`src/rtl/clk_div_pkg.sv`:
```
// rtl/clk_div_pkg.sv - shared constants and high-time clamp for the clock divider
package clk_div_pkg;

    localparam int DEF_CNT_W = 28;
    localparam int MIN_DIV   = 2;
    localparam int DEF_DIV   = 25;
    localparam int DEF_HIGH  = 12;

    typedef logic [31:0] cnt_t;

    // div must already be at least MIN_DIV; result lies in [1, div-1] so the output always toggles
    function automatic cnt_t clamp_high(input cnt_t div, input cnt_t high);
        if (high == '0) begin
            return cnt_t'(1);
        end else if (high >= div) begin
            return div - cnt_t'(1);
        end else begin
            return high;
        end
    endfunction

endpackage

```
`src/rtl/clk_div_channel.sv`:
```
// rtl/clk_div_channel.sv - one divider channel with shadowed divisor/high-time
module clk_div_channel
    import clk_div_pkg::*;
#(
    parameter int CNT_W        = DEF_CNT_W,
    parameter int DEFAULT_DIV  = DEF_DIV,
    parameter int DEFAULT_HIGH = DEF_HIGH
) (
    input  logic             clock_in,
    input  logic             reset,
    input  logic             enable,
    input  logic             load,
    input  logic [CNT_W-1:0] div_value,
    input  logic [CNT_W-1:0] high_value,
    input  logic             sync_restart,
    output logic             clock_out,
    output logic             tick,
    output logic             pending
);

    logic [CNT_W-1:0] counter;
    logic [CNT_W-1:0] active_div;
    logic [CNT_W-1:0] active_high;
    logic [CNT_W-1:0] shadow_div;
    logic [CNT_W-1:0] shadow_high;
    logic [CNT_W-1:0] eff_div;
    logic [CNT_W-1:0] eff_high;
    logic             wrap;
    logic             apply;

    always_comb begin
        eff_div  = (active_div < CNT_W'(MIN_DIV)) ? CNT_W'(MIN_DIV) : active_div;
        eff_high = CNT_W'(clamp_high(cnt_t'(eff_div), cnt_t'(active_high)));
        wrap     = (counter == eff_div - CNT_W'(1));
        apply    = !enable || sync_restart || wrap;
    end

    always_ff @(posedge clock_in or posedge reset) begin
        if (reset) begin
            counter     <= '0;
            clock_out   <= 1'b0;
            tick        <= 1'b0;
            pending     <= 1'b0;
            active_div  <= CNT_W'(DEFAULT_DIV);
            active_high <= CNT_W'(DEFAULT_HIGH);
            shadow_div  <= '0;
            shadow_high <= '0;
        end else begin
            if (pending && apply) begin
                active_div  <= shadow_div;
                active_high <= shadow_high;
                pending     <= 1'b0;
            end
            // a load on an apply edge is captured after the old shadow moves, so it stays pending
            if (load) begin
                shadow_div  <= div_value;
                shadow_high <= high_value;
                pending     <= 1'b1;
            end

            if (!enable) begin
                counter   <= '0;
                clock_out <= 1'b0;
                tick      <= 1'b0;
            end else if (sync_restart) begin
                counter   <= '0;
                clock_out <= 1'b1;
                tick      <= 1'b1;
            end else if (wrap) begin
                counter   <= '0;
                clock_out <= (counter < eff_high);
                tick      <= 1'b1;
            end else begin
                counter   <= counter + CNT_W'(1);
                clock_out <= (counter < eff_high);
                tick      <= 1'b0;
            end
        end
    end

endmodule

```
`src/rtl/clk_div_multi.sv`:
```
// rtl/clk_div_multi.sv - multi-channel programmable clock divider with common restart
module clk_div_multi
    import clk_div_pkg::*;
#(
    parameter int NUM_CH       = 2,
    parameter int CNT_W        = DEF_CNT_W,
    parameter int DEFAULT_DIV  = DEF_DIV,
    parameter int DEFAULT_HIGH = DEF_HIGH
) (
    input  logic                    clock_in,
    input  logic                    reset,
    input  logic [NUM_CH-1:0]       enable,
    input  logic [NUM_CH-1:0]       load,
    input  logic [NUM_CH*CNT_W-1:0] divisor,
    input  logic [NUM_CH*CNT_W-1:0] high_time,
    input  logic                    sync_restart,
    output logic [NUM_CH-1:0]       clock_out,
    output logic [NUM_CH-1:0]       tick,
    output logic [NUM_CH-1:0]       pending
);

    for (genvar i = 0; i < NUM_CH; i++) begin : g_ch
        clk_div_channel #(
            .CNT_W       (CNT_W),
            .DEFAULT_DIV (DEFAULT_DIV),
            .DEFAULT_HIGH(DEFAULT_HIGH)
        ) u_ch (
            .clock_in    (clock_in),
            .reset       (reset),
            .enable      (enable[i]),
            .load        (load[i]),
            .div_value   (divisor[i*CNT_W +: CNT_W]),
            .high_value  (high_time[i*CNT_W +: CNT_W]),
            .sync_restart(sync_restart),
            .clock_out   (clock_out[i]),
            .tick        (tick[i]),
            .pending     (pending[i])
        );
    end

endmodule

```
`config.mk`:
```
export PLATFORM = sky130hd
export DESIGN_NAME = clk_div_multi
export DESIGN_NICKNAME = d
export VERILOG_FILES = /design/src/rtl/clk_div_pkg.sv /design/src/rtl/clk_div_channel.sv /design/src/rtl/clk_div_multi.sv
export SDC_FILE = /design/constraint.sdc
export NUM_CORES = 1
export LEC_CHECK = 0
export BUFFER_PORTS_ARGS = -buffer_cell sky130_fd_sc_hd__buf_2
export CORE_AREA = 3 3 177 179
export DETAILED_ROUTE_END_ITERATION = 10
export DIE_AREA = 0 0 180 182
export MAX_ROUTING_LAYER = met4
export PLACE_DENSITY = 0.79
export REMOVE_ABC_BUFFERS = 1
export SYNTH_ARGS = -nofsm -noshare
export SYNTH_HDL_FRONTEND = slang
export SYNTH_HIERARCHICAL = 1
export SYNTH_SLANG_ARGS = --single-unit
```
`constraint.sdc`:
```
create_clock -name clock_in -period 6.7 [get_ports clock_in]
set_input_delay 0.67 -clock clock_in [delete_from_list [all_inputs] [get_ports clock_in]]
set_output_delay 0.67 -clock clock_in [all_outputs]
set_load 0.01 [all_outputs]
```
Yosys cells after proc, flatten, opt, wreduce, memory -nomap -nowiden --
Cells that the tools add are included.
Word-level totals: register bits after elaboration 286, input bits 119, output and inout bits 6
Operators by class: add/sub/neg operators 6, magnitude comparators 6, eq/ne operators 2, mux-type cells 26, reductions and logical operators 12
Operators with widths (number):
- $mux 28 | 12
- $sub 28x1->28 const B | 4
- $add 28x1->28 const B | 2
- $eq 28x28->1 | 2
- $ge 28x28->1 | 2
- $logic_not 28->1 | 2
- $lt 28x2->1 const B | 2
- $lt 28x28->1 | 2
- $mux 1 | 14
- $logic_or 1x1->1 | 4
- $reduce_bool 2->1 | 2
- $logic_and 1x1->1 | 2
- $logic_not 1->1 | 2

Depth between registers and ports, before layout --
Gate-level depths: netlist of the first run.
depth after elaboration 8, depth in mapped cells 27, depth with buffers taken out 24

Hierarchy --
The synthesis of the first run kept the hierarchy.
Modules (own cells, without submodules):
- clk_div_channel (g_ch[1].u_ch) | times used 1, cells an instance 878, area each 9241.4 um^2
- clk_div_channel (g_ch[0].u_ch) | times used 1, cells an instance 856, area each 9230.1 um^2

Least setup slack after synthesis of the first run --
No wires, ideal clock.
path kind register to register, start register g_ch[0].u_ch.active_div[2], end register g_ch[0].u_ch.clock_out, library setup time 0.132 ns, arrival 5.779 ns, data required time 6.568 ns, setup slack 0.789 ns, stages on the path, launching flop included 26, cells stage by stage dfrtp_1 -> buf_2 -> nor3_1 -> nand4_1 -> o21ai_0 -> inv_1 -> ha_1 -> nand2b_1 -> a21o_1 -> a21o_1 -> a211oi_1 -> o211ai_1 -> a21o_1 -> a21oi_1 -> clkbuf_1 -> clkbuf_1 -> o211ai_1 -> ha_1 -> nand4_1 -> or2_2 -> or3_1 -> or3_1 -> o2111ai_1 -> nor4_1 -> o21ai_0 -> o211ai_1
Between the ends: word-level cells in the longest chain between the ends 8
Ends and longest elaborated chain:
- from (decl) | line clk_div_channel.sv:22 | logic [CNT_W-1:0] active_div;
- from (signal assigned) | line clk_div_channel.sv:44 | active_div <= CNT_W'(DEFAULT_DIV);
- from (signal assigned) | line clk_div_channel.sv:50 | active_div <= shadow_div;
- $lt 28x2->1 | line clk_div_channel.sv:32 | eff_div = (active_div < CNT_W'(MIN_DIV)) ? CNT_W'(MIN_DIV) : active_div;
- $mux 28 * | line clk_div_channel.sv:32
- $sub 28x1->28 or $ge 28x28->1 (tied branches) | line clk_div_pkg.sv:16, clk_div_channel.sv:34, clk_div_pkg.sv:15
- $mux 28 * | line clk_div_pkg.sv:15 | end else if (high >= div) begin
- $mux 28 * | line clk_div_pkg.sv:13 | if (high == '0) begin
- $lt 28x28->1 * | line clk_div_channel.sv:71, clk_div_channel.sv:75
- $mux 1 * | line clk_div_channel.sv:65 | end else if (sync_restart) begin
- $mux 1 * | line clk_div_channel.sv:61 | if (!enable) begin
- to (signal assigned) | line clk_div_channel.sv:71 | clock_out <= (counter < eff_high);
- to (signal assigned) | line clk_div_channel.sv:75 | clock_out <= (counter < eff_high);
- to (decl) | line clk_div_channel.sv:16 | output logic clock_out,
Every way passes the cells marked *; elsewhere a longest branch is shown, timed or not. A chain may end at the register's enable or synchronous reset.

Worst setup path in the final report of the first run --
start register g_ch[1].u_ch.active_div[18], end register g_ch[1].u_ch.clock_out
Between the ends: word-level cells in the longest chain between the ends 8
Ends and longest elaborated chain (line):
- from (decl) | clk_div_channel.sv:22
- from (signal assigned) | clk_div_channel.sv:44
- from (signal assigned) | clk_div_channel.sv:50
- $lt 28x2->1 | clk_div_channel.sv:32
- $mux 28 * | clk_div_channel.sv:32
- $sub 28x1->28 or $ge 28x28->1 (tied branches) | clk_div_pkg.sv:16, clk_div_channel.sv:34, clk_div_pkg.sv:15
- $mux 28 * | clk_div_pkg.sv:15
- $mux 28 * | clk_div_pkg.sv:13
- $lt 28x28->1 * | clk_div_channel.sv:71, clk_div_channel.sv:75
- $mux 1 * | clk_div_channel.sv:65
- $mux 1 * | clk_div_channel.sv:61
- to (signal assigned) | clk_div_channel.sv:71
- to (signal assigned) | clk_div_channel.sv:75
- to (decl) | clk_div_channel.sv:16
Marks and branches as above.

==> results of run 1 <==
==> Yosys cell counts, types with 50 or more instances <==
master	n	area share
o211ai_1	50	0.020
nor2_1	119	0.024
nand3_1	51	0.014
mux2_4	80	0.065
clkbuf_1	56	0.011
nand2_1	95	0.019
ha_1	114	0.077
inv_1	72	0.015
nand4_1	51	0.017
mux2_2	149	0.091
xnor2_1	82	0.039
dfrtp_1	276	0.37
==> state kept, by name (all words and copies together), names as in the netlist <==
register / flops
g_ch.u_ch/pending: 2
g_ch.u_ch/tick: 2
g_ch.u_ch/shadow_high: 56
g_ch.u_ch/shadow_div: 56
g_ch.u_ch/counter: 56
g_ch.u_ch/active_high: 56
g_ch.u_ch/clock_out: 2
g_ch.u_ch/active_div: 56
==> layer usage <==
layer,part of all wire,GRT usage
met1,0.40,0.393
met2,0.50,0.563
met3,0.046,0.0341
met4,0.060,0.159
met5,0,-
==> power by group through the flow <==
stage	sequential [uW]	clock (uW)	combinational, uW
5_1_grt	2270	1690	1850
4_1_cts	2240	1620	1670
2_1_floorplan	2160	0	1200
3_5_place_dp	2260	0	1660
6_report	2240	1590	1690
3_3_place_gp	2250	0	1600
==> final cells by class <==
type,instances,area [um2],share of cell area
Sequential cell,286,7170,0.353
Inverter,72,280,0.0138
Multi-Input combinational cell,1285,10600,0.519
Clock buffer,38,810,0.0398
Clock inverter,15,119,0.00585
Tap cell,390,488,0.0240
Timing Repair Buffer,158,901,0.0443
==> stage by stage <==
stage	instances	hold WS (ps)
2_1_floorplan	1643	475
3_3_place_gp	2191	482
6_report	2244	233
3_5_place_dp	2191	491
5_1_grt	2244	277
4_1_cts	2244	246
==> cell families after synthesis <==
group,synth area share
xor+xnor,0.0649
simple gates,0.161
buf+inv,0.0423
mux,0.161
compound gates,0.106
fa+ha+maj,0.0772
flops,0.388
==> how the worst max path moves through the flow <==
| stage | from | to | slack (ps) | cells past startpoint |
|---|---|---|---|---|
| global route | g_ch[0].u_ch/active_div[19] | g_ch[0].u_ch/clock_out | 80 | 25 |
| global placement | g_ch[1].u_ch/active_div[10] | g_ch[1].u_ch/clock_out | 680 | 24 |
| CTS | g_ch[0].u_ch/active_div[19] | g_ch[0].u_ch/clock_out | 600 | 23 |
| finish | g_ch[1].u_ch/active_div[18] | g_ch[1].u_ch/clock_out | 510 | 23 |
| detailed placement | g_ch[0].u_ch/active_div[19] | g_ch[0].u_ch/clock_out | 620 | 23 |
| floorplan | g_ch[0].u_ch/active_div[2] | g_ch[0].u_ch/clock_out | -330 | 23 |
==> critical path, stage by stage, from the launching register on <==
cell,delay (ps)
dfrtp_1,500
nor4_1,550
and3_1,480
a31o_2,290
inv_1,60
ha_1,270
nand2b_1,90
a21o_1,110
a21o_1,120
a21oi_1,60
o21ai_0,290
a41oi_1,280
o21ai_4,580
buf_4,370
nand2_1,90
o211ai_1,110
ha_1,270
a21oi_1,200
nor4_1,70
a2111oi_0,420
o221a_2,330
o211ai_1,120
a211o_1,290
o21ai_0,150
==> impl_metrics.toml, run 1 <==
[clock_tree]
h-tree-depth = 1
cts_max_path_buffers = 3
cts-buffers-inserted = 29
cts.clk_slew.worst_paths_ps = 70
cts_tree = "done"
clk-insertion-delay-late_ps = 570
cts-resized-gates = 0
clock_tree.root_cell = "clkbuf_16"
hold_buffers = 0
clock-sinks = 286
cts_setup_buffers = 0

[worst_setup_path]
end_kind = "flop"
r2r-end = "g_ch[1].u_ch/clock_out"
startpoint_type = "flop"
crit_arrival_ps = 6680
rr_startpoint = "g_ch[1].u_ch/active_div[18]"
rrSetupSlack_ps = 510
critPathKind = "reg -> reg"
cp.required_ps = 7190
cp_max_fo = 24
rr_worst_depth = 23

[global_routing]
first_global_vias = 14700
grt_pass1_wl_mm = 83.3
overflow = 0
grtUsageTotal = 0.330
grt_max_degree = 80
antenna_found_initial = 0

[detailed_routing]
drc = 0
first_pass_iters = 5
routed_via_density = 6.34
drt_iter0_drc = 1325
ant_nets = 0
drt_wl_total_mm = 53.1
vias = 14200
wl_per_cell_um = 23.7

[die]
rows = 63
chipWidth_um = 180
start_util = 0.622
dieArea_um2 = 32800
top_level_ports = 125
coreArea_um2 = 29700
dieHeight_um = 182

[layout]
drive_gt1_frac = 0.268
final_nets = 2065
syn_to_final_growth_pct = 10.0
fin_area_um2 = 20300
final_util = 0.684
mostFrequentLayoutCells = "276 x dfrtp_1, 149 x mux2_2, 124 x buf_2"
fillers = 2287
antenna_cells = 0
final_common_cell = "dfrtp_1"

[synthesis]
synth_cell_types = 90
synthFlopType = "dfrtp_1"
async_flop_share = 1.00
netlist_area_um2 = 18500
synth_edf_count = 0
avgSynthCellArea_um2 = 10.7
ys_ff_latch = 286
ys_seq_area_frac = 0.388
syn_inst = 1734
synth-warning-count = 6

[power]
leakage_uw = 0.00907
p_per_area_nw_per_um2 = 271
pwr-share-comb = 0.306
ir_worst_vdd_uv = 232
p_sw_uw = 1890
share_seq_of_total_power = 0.407
power_frac_clock = 0.288
power.total_uw = 5510
switching_share = 0.343
p_int_uw = 3620

[sta]
layout_min_cycle_time_ps = 6190
fin_setup_tns_ps = 0
final_hold_viol_count = 0
rsz0062_at_grt = "false"
maxSlewHeadroom = 0.319
setup_viol = 0
fin_skew_ps = 12.7
max_freq_mhz = 162
worst_slack_ps = 510
period_share = 0.924
drv_slew = 0
worstMarginPinSlew_ps = 1020

[placement]
place_ws_ps = 616
port_buffers = 124
hpwl_mm = 40.4
place_area_um2 = 19400
gp_congestion = 0.986

[min_path]
hold_path.class = "in -> async"

[outcome]
status = "finished clean"

[run]
drv_cap = 0
No activity file was read; power rests on OpenSTA's default activity.
==> run 2: changes to the inputs <==
--- a/config.mk
+++ b/config.mk
@@ -6,13 +6,12 @@
 export NUM_CORES = 1
 export LEC_CHECK = 0
 export BUFFER_PORTS_ARGS = -buffer_cell sky130_fd_sc_hd__buf_2
-export CORE_AREA = 3 3 177 179
+export CORE_AREA = 3 3 168 187
 export DETAILED_ROUTE_END_ITERATION = 10
-export DIE_AREA = 0 0 180 182
+export DIE_AREA = 0 0 171 190
 export MAX_ROUTING_LAYER = met4
 export PLACE_DENSITY = 0.79
 export REMOVE_ABC_BUFFERS = 1
 export SYNTH_ARGS = -nofsm -noshare
 export SYNTH_HDL_FRONTEND = slang
-export SYNTH_HIERARCHICAL = 1
 export SYNTH_SLANG_ARGS = --single-unit
==> run 2 against run 1 <==
Net effect:
- maximum frequency is 0.75% higher
- sequential share of layout area is 0.59 points higher
- global-route usage down 1.1 points
- largest power group unchanged
- critical endpoint is now g_ch[1].u_ch.clock_out
- highest routed layer unchanged
==> impl_metrics.toml, run 2 <==
[outcome]
status = "finished clean"

[worst_setup_path]
critPathMaxStageDelay_ps = 860
crit_arrival_ps = 6620
startpoint_type = "flop"
end_kind = "flop"
worstPathCellList = "or4_1 -> or4_4 -> nor2_1 -> nor2_1 -> ha_1 -> a21o_1 -> a21o_1 -> a21oi_1 -> o211ai_1 -> a21oi_1 -> nor2_2 -> buf_4 -> nand2_1 -> o211ai_1 -> ha_1 -> a21o_1 -> a21o_1 -> a21oi_1 -> o21ai_0 -> a31oi_1 -> nor3b_1 -> o21ai_0 -> o21ai_0"
rr_startpoint = "g_ch[1].u_ch.active_div[15]"
crit_slowest_cell = "nor2_2"
cp.required_ps = 7170
critPathKind = "reg -> reg"
crit_path_frequent_cell = "a21o_1"
startpoint = "g_ch[1].u_ch.active_div[15]"
cp_max_fo = 27

[clock_tree]
h-tree-depth = 1
clock_tree.root_cell = "clkbuf_16"
clk-insertion-delay-late_ps = 550
cts_setup_buffers = 0
hold_buffers = 0
cts.clk_slew.worst_paths_ps = 70
clock-sinks = 286
cts_tree = "done"
cts-buffers-inserted = 29
cts-resized-gates = 0
cts_max_path_buffers = 3

[layout]
mostFrequentLayoutCells = "276 x dfrtp_1, 144 x mux2_2, 124 x buf_2"
fin_area_um2 = 20000
stdcell_count = 2195
syn_to_final_growth_pct = 9.28
antenna_cells = 0
drive_gt1_frac = 0.254
fillers = 2305
final_nets = 2038
final_common_cell = "dfrtp_1"

[die]
start_util = 0.619
dieHeight_um = 190
top_level_ports = 125
dieArea_um2 = 32500
rows = 66
coreArea_um2 = 29600
chipWidth_um = 171

[sta]
max_freq_mhz = 163
fin_skew_ps = 10.6
period_share = 0.917
holdWs_ps = 251
setup_viol = 0
worstMarginPinSlew_ps = 1130
final_hold_viol_count = 0
layout_min_cycle_time_ps = 6140
maxSlewHeadroom = 0.246
drv_slew = 0
rsz0062_at_grt = "false"

[global_routing]
grtUsageTotal = 0.319
grt_pass1_wl_mm = 79.4
antenna_found_initial = 0
first_global_vias = 14300
overflow = 0
grt_max_degree = 107

[power]
leakage_uw = 0.00898
p_per_area_nw_per_um2 = 275
ir_worst_vdd_uv = 304

[synthesis]
yosysTopAreaCell = "dfrtp_1"
synth_top_area_frac = 0.378
netlist_top_cells_count = "276 x dfrtp_1, 144 x mux2_2, 122 x nor2_1"
netlist_area_um2 = 18300
synth_cell_types = 86
synthFlopType = "dfrtp_1"
synth_area_leaders = "dfrtp_1 38%, mux2_2 8.9%, ha_1 7.8%"
async_flop_share = 1.00
ys_seq_area_frac = 0.392
yosysMostFrequentCell = "dfrtp_1"
ys_ff_latch = 286
syn_inst = 1722
synth_edf_count = 0
synth-warning-count = 0
avgSynthCellArea_um2 = 10.6

[detailed_routing]
drt_iter0_drc = 1025
first_pass_iters = 6
wl_per_cell_um = 22.9
ant_nets = 0
drc = 0
vias = 13900
drt_wl_total_mm = 50.2
routed_via_density = 6.33

[placement]
gp_congestion = 1.02
place_inst = 2148
hpwl_mm = 38.2
place_area_um2 = 19100
port_buffers = 124

[run]
drv_cap = 0

[min_path]
hold_path.class = "in -> async"
==> run 2: cell count changes after synthesis, sizes merged, moves of 6 or more <==
| cell | before | now |
|---|---|---|
| nand2 | 96 | 86 |
| buf | 35 | 50 |
| nor3 | 39 | 30 |
| nand4 | 52 | 44 |
| nand3 | 51 | 45 |
| o211ai | 50 | 58 |
| and2 | 17 | 6 |
| nand2b | 29 | 36 |
| nor2b | 17 | 7 |
| or4 | 8 | 22 |
| nor4 | 42 | 51 |
| xnor2 | 82 | 71 |
==> run 2: stage by stage <==
step	TNS (ps)	utilization	total power, uW	worst slack, ps
floorplan	-694810	-	3380	-3380
global placement	0	0.646	3910	674
detailed placement	0	0.646	3960	585
CTS	0	0.676	5510	527
global route	0	0.676	5820	109
finish	0	0.676	5500	556
==> run 2: final timing paths <==
kind	to	slack, ps	cells after the start
setup / recovery	g_ch[1].u_ch.clock_out	560	23
hold / removal	g_ch[1].u_ch.shadow_high[5]	250	2
setup reg to reg	g_ch[1].u_ch.clock_out	560	23
hold reg to reg	g_ch[1].u_ch.active_high[0]	500	1
max in group asynchronous	g_ch[1].u_ch.counter[3]	5040	3
min in group clock_in	g_ch[1].u_ch.shadow_high[4]	340	2
==> run 2: layout make-up <==
cell class | instances | area (um2) | area share
Inverter | 71 | 274 | 0.0137
Tap cell | 374 | 468 | 0.0234
Multi-Input combinational cell | 1261 | 10300 | 0.515
Timing Repair Buffer | 156 | 911 | 0.0456
Sequential cell | 286 | 7170 | 0.359
Clock inverter | 5 | 56.3 | 0.00282
Clock buffer | 42 | 825 | 0.0412
==> run 2: report_power, final <==
group          internal, uW  leakage (uW)  switching [uW]  total [uW]
Combinational           808       0.00509             923        1730
Clock                   881      0.000429             651        1530
Sequential             1940       0.00346             302        2240
Total                  3630       0.00898            1880        5500
==> run 2: routing by layer <==
layer	GRT usage	vias to the layer above	share of wire
met5	-	-	0
met4	0.134	0	0.050
met3	0.0291	148	0.043
met2	0.548	473	0.51
met1	0.385	6820	0.40
li1	-	6464	-
==> run 2: cells by family (layout without fill, tap and decap cells) <==
| group | Yosys count | in the layout | share of synthesized area |
|---|---|---|---|
| buf+inv | 175 | 274 | 0.0469 |
| flops | 286 | 286 | 0.392 |
| compound gates | 278 | 278 | 0.108 |
| xor+xnor | 121 | 121 | 0.0609 |
| mux | 232 | 232 | 0.159 |
| fa+ha+maj | 115 | 115 | 0.0785 |
| simple gates | 515 | 515 | 0.155 |
==> run 2: critical path, delay by kind of cell, from the launching register on <==
kind	cells	cell delay, ps
buffers and inverters	1	380
AOI/OAI and AO/OA	13	1650
DFF	1	500
adders and majority gates	2	550
and+or+nand+nor	7	2970
==> run 3: changes to the inputs <==
==> constraint.sdc (replaced) <==
create_clock -name clock_in -period 6.3 [get_ports clock_in]
set_input_delay 0.63 -clock clock_in [delete_from_list [all_inputs] [get_ports clock_in]]
set_output_delay 0.63 -clock clock_in [all_outputs]
set_load 0.01 [all_outputs]
==> run 3 against run 2 <==
Net effect:
- sequential share of layout area decreased by 0.52 points
- hold slack got worse by 24 ps
- combinational power increased by 8%
- flip-flop and latch count unchanged
- power increased by 11%
- clock power increased by 22%
- die area unchanged
- wire length increased by 2.3%
- via count increased by 1.7%
- worst setup slack got worse by 110 ps
- register-to-register slack got worse by 110 ps
- critical endpoint is now g_ch[0].u_ch.clock_out
- highest routed layer unchanged
==> impl_metrics.toml, run 3 (same netlist as run 2, synthesis figures left out) <==
[outcome]
status = "finished clean"

[worst_setup_path]
crit_path_frequent_cell = "buf_4"
cp_num_buf_inv = 5
rr_worst_depth = 25
critPathMaxStageDelay_ps = 570
startpoint = "g_ch[0].u_ch.active_div[22]"
crit_slowest_cell = "a2111oi_0"
critical_path_depth = 25
crit_family = "compound AO/OA/AOI/OAI gates"
critPathKind = "reg -> reg"
cp.required_ps = 6800
rr_startpoint = "g_ch[0].u_ch.active_div[22]"
crit_arrival_ps = 6350
rrSetupSlack_ps = 450
cp_max_fo = 42
end_kind = "flop"
startpoint_type = "flop"

[clock_tree]
cts.clk_slew.worst_paths_ps = 60
cts-buffers-inserted = 29
cts_tree = "done"
clk-insertion-delay-late_ps = 560
clock-sinks = 286
h-tree-depth = 1
clock_tree.root_cell = "clkbuf_16"
cts_max_path_buffers = 3

[die]
start_util = 0.619
top_level_ports = 125
coreArea_um2 = 29600
dieArea_um2 = 32500
dieHeight_um = 190
rows = 66
chipWidth_um = 171

[layout]
drive_gt1_frac = 0.265
final_nets = 2052
final_util = 0.686
mostFrequentLayoutCells = "276 x dfrtp_1, 144 x mux2_2, 124 x buf_2"
final_common_cell = "dfrtp_1"
stdcell_count = 2216
antenna_cells = 0
syn_to_final_growth_pct = 10.9
fillers = 2272

[sta]
fin_skew_ps = 16.6
holdWs_ps = 226
max_freq_mhz = 171
worstMarginPinSlew_ps = 1090
final_hold_viol_count = 0
layout_min_cycle_time_ps = 5850
maxSlewHeadroom = 0.273
rsz0062_at_grt = "false"
drv_slew = 0
period_share = 0.929
setup_viol = 0

[global_routing]
grt_pass1_wl_mm = 81.6
antenna_found_initial = 0
grt_max_degree = 155
overflow = 0
first_global_vias = 14800
grtUsageTotal = 0.327

[power]
power_frac_clock = 0.305
p_sw_uw = 2060
pwr-share-comb = 0.306
switching_share = 0.337
ir_worst_vdd_uv = 354
share_seq_of_total_power = 0.388
p_per_area_nw_per_um2 = 301
leakage_uw = 0.00915
p_int_uw = 4050

[detailed_routing]
routed_via_density = 6.38
drt_iter0_drc = 1028
first_pass_iters = 6
drc = 0
wl_per_cell_um = 23.2
ant_nets = 0
drt_wl_total_mm = 51.4
vias = 14100

[placement]
place_inst = 2162
gp_congestion = 1.03
hpwl_mm = 38.9
port_buffers = 124

[min_path]
hold_path.class = "in -> async"

[run]
drv_cap = 0
-- run 3: routing by layer --
| metal | part of all wire | global-route usage | up-vias |
|---|---|---|---|
| met5 | 0 | - | - |
| met1 | 0.40 | 0.383 | 7019 |
| li1 | - | - | 6523 |
| met4 | 0.048 | 0.142 | 0 |
| met3 | 0.041 | 0.0343 | 151 |
| met2 | 0.51 | 0.571 | 443 |
-- run 3: metrics by stage --
step | cell area (um2) | setup slack, ps | setup TNS [ps] | total power (uW)
finish | 20300 | 448 | 0 | 6110
global route | 20300 | 65.1 | 0 | 6440
CTS | 20300 | 414 | 0 | 6120
detailed placement | 19200 | 419 | 0 | 4240
global placement | 19200 | 538 | 0 | 4180
floorplan | 17700 | -3780 | -825890 | 3600
-- run 3: worst paths after layout --
path / endpoint
setup reg to reg: g_ch[0].u_ch.clock_out
hold reg to reg: g_ch[1].u_ch.active_high[0]
hold / removal: g_ch[1].u_ch.shadow_div[7]
setup / recovery: g_ch[0].u_ch.clock_out
max in group asynchronous: g_ch[0].u_ch.shadow_high[19]
min in group clock_in: g_ch[1].u_ch.shadow_high[12]
-- run 3: area by class of cell --
class / instances / area (um2) / area share
Multi-Input combinational cell: 1261 / 10300 / 0.507
Sequential cell: 286 / 7170 / 0.353
Timing Repair Buffer: 170 / 1040 / 0.0513
Clock buffer: 38 / 820 / 0.0404
Tap cell: 374 / 468 / 0.0231
Inverter: 71 / 274 / 0.0135
Clock inverter: 16 / 220 / 0.0109
-- run 3: power groups by stage --
stage / logic (uW) / clock network [uW] / registers (uW)
after global placement: 1790 / 0 / 2390
final: 1870 / 1870 / 2370
after floorplan: 1310 / 0 / 2280
after CTS: 1860 / 1900 / 2370
after global routing: 2060 / 1980 / 2400
after detailed placement: 1840 / 0 / 2390
-- run 3: what timing repair did --
action	CTS	global route
endpoints found under the setup margin	0	2
buffers inserted	0	0
gates resized for setup	0	2
hold buffers	0	0
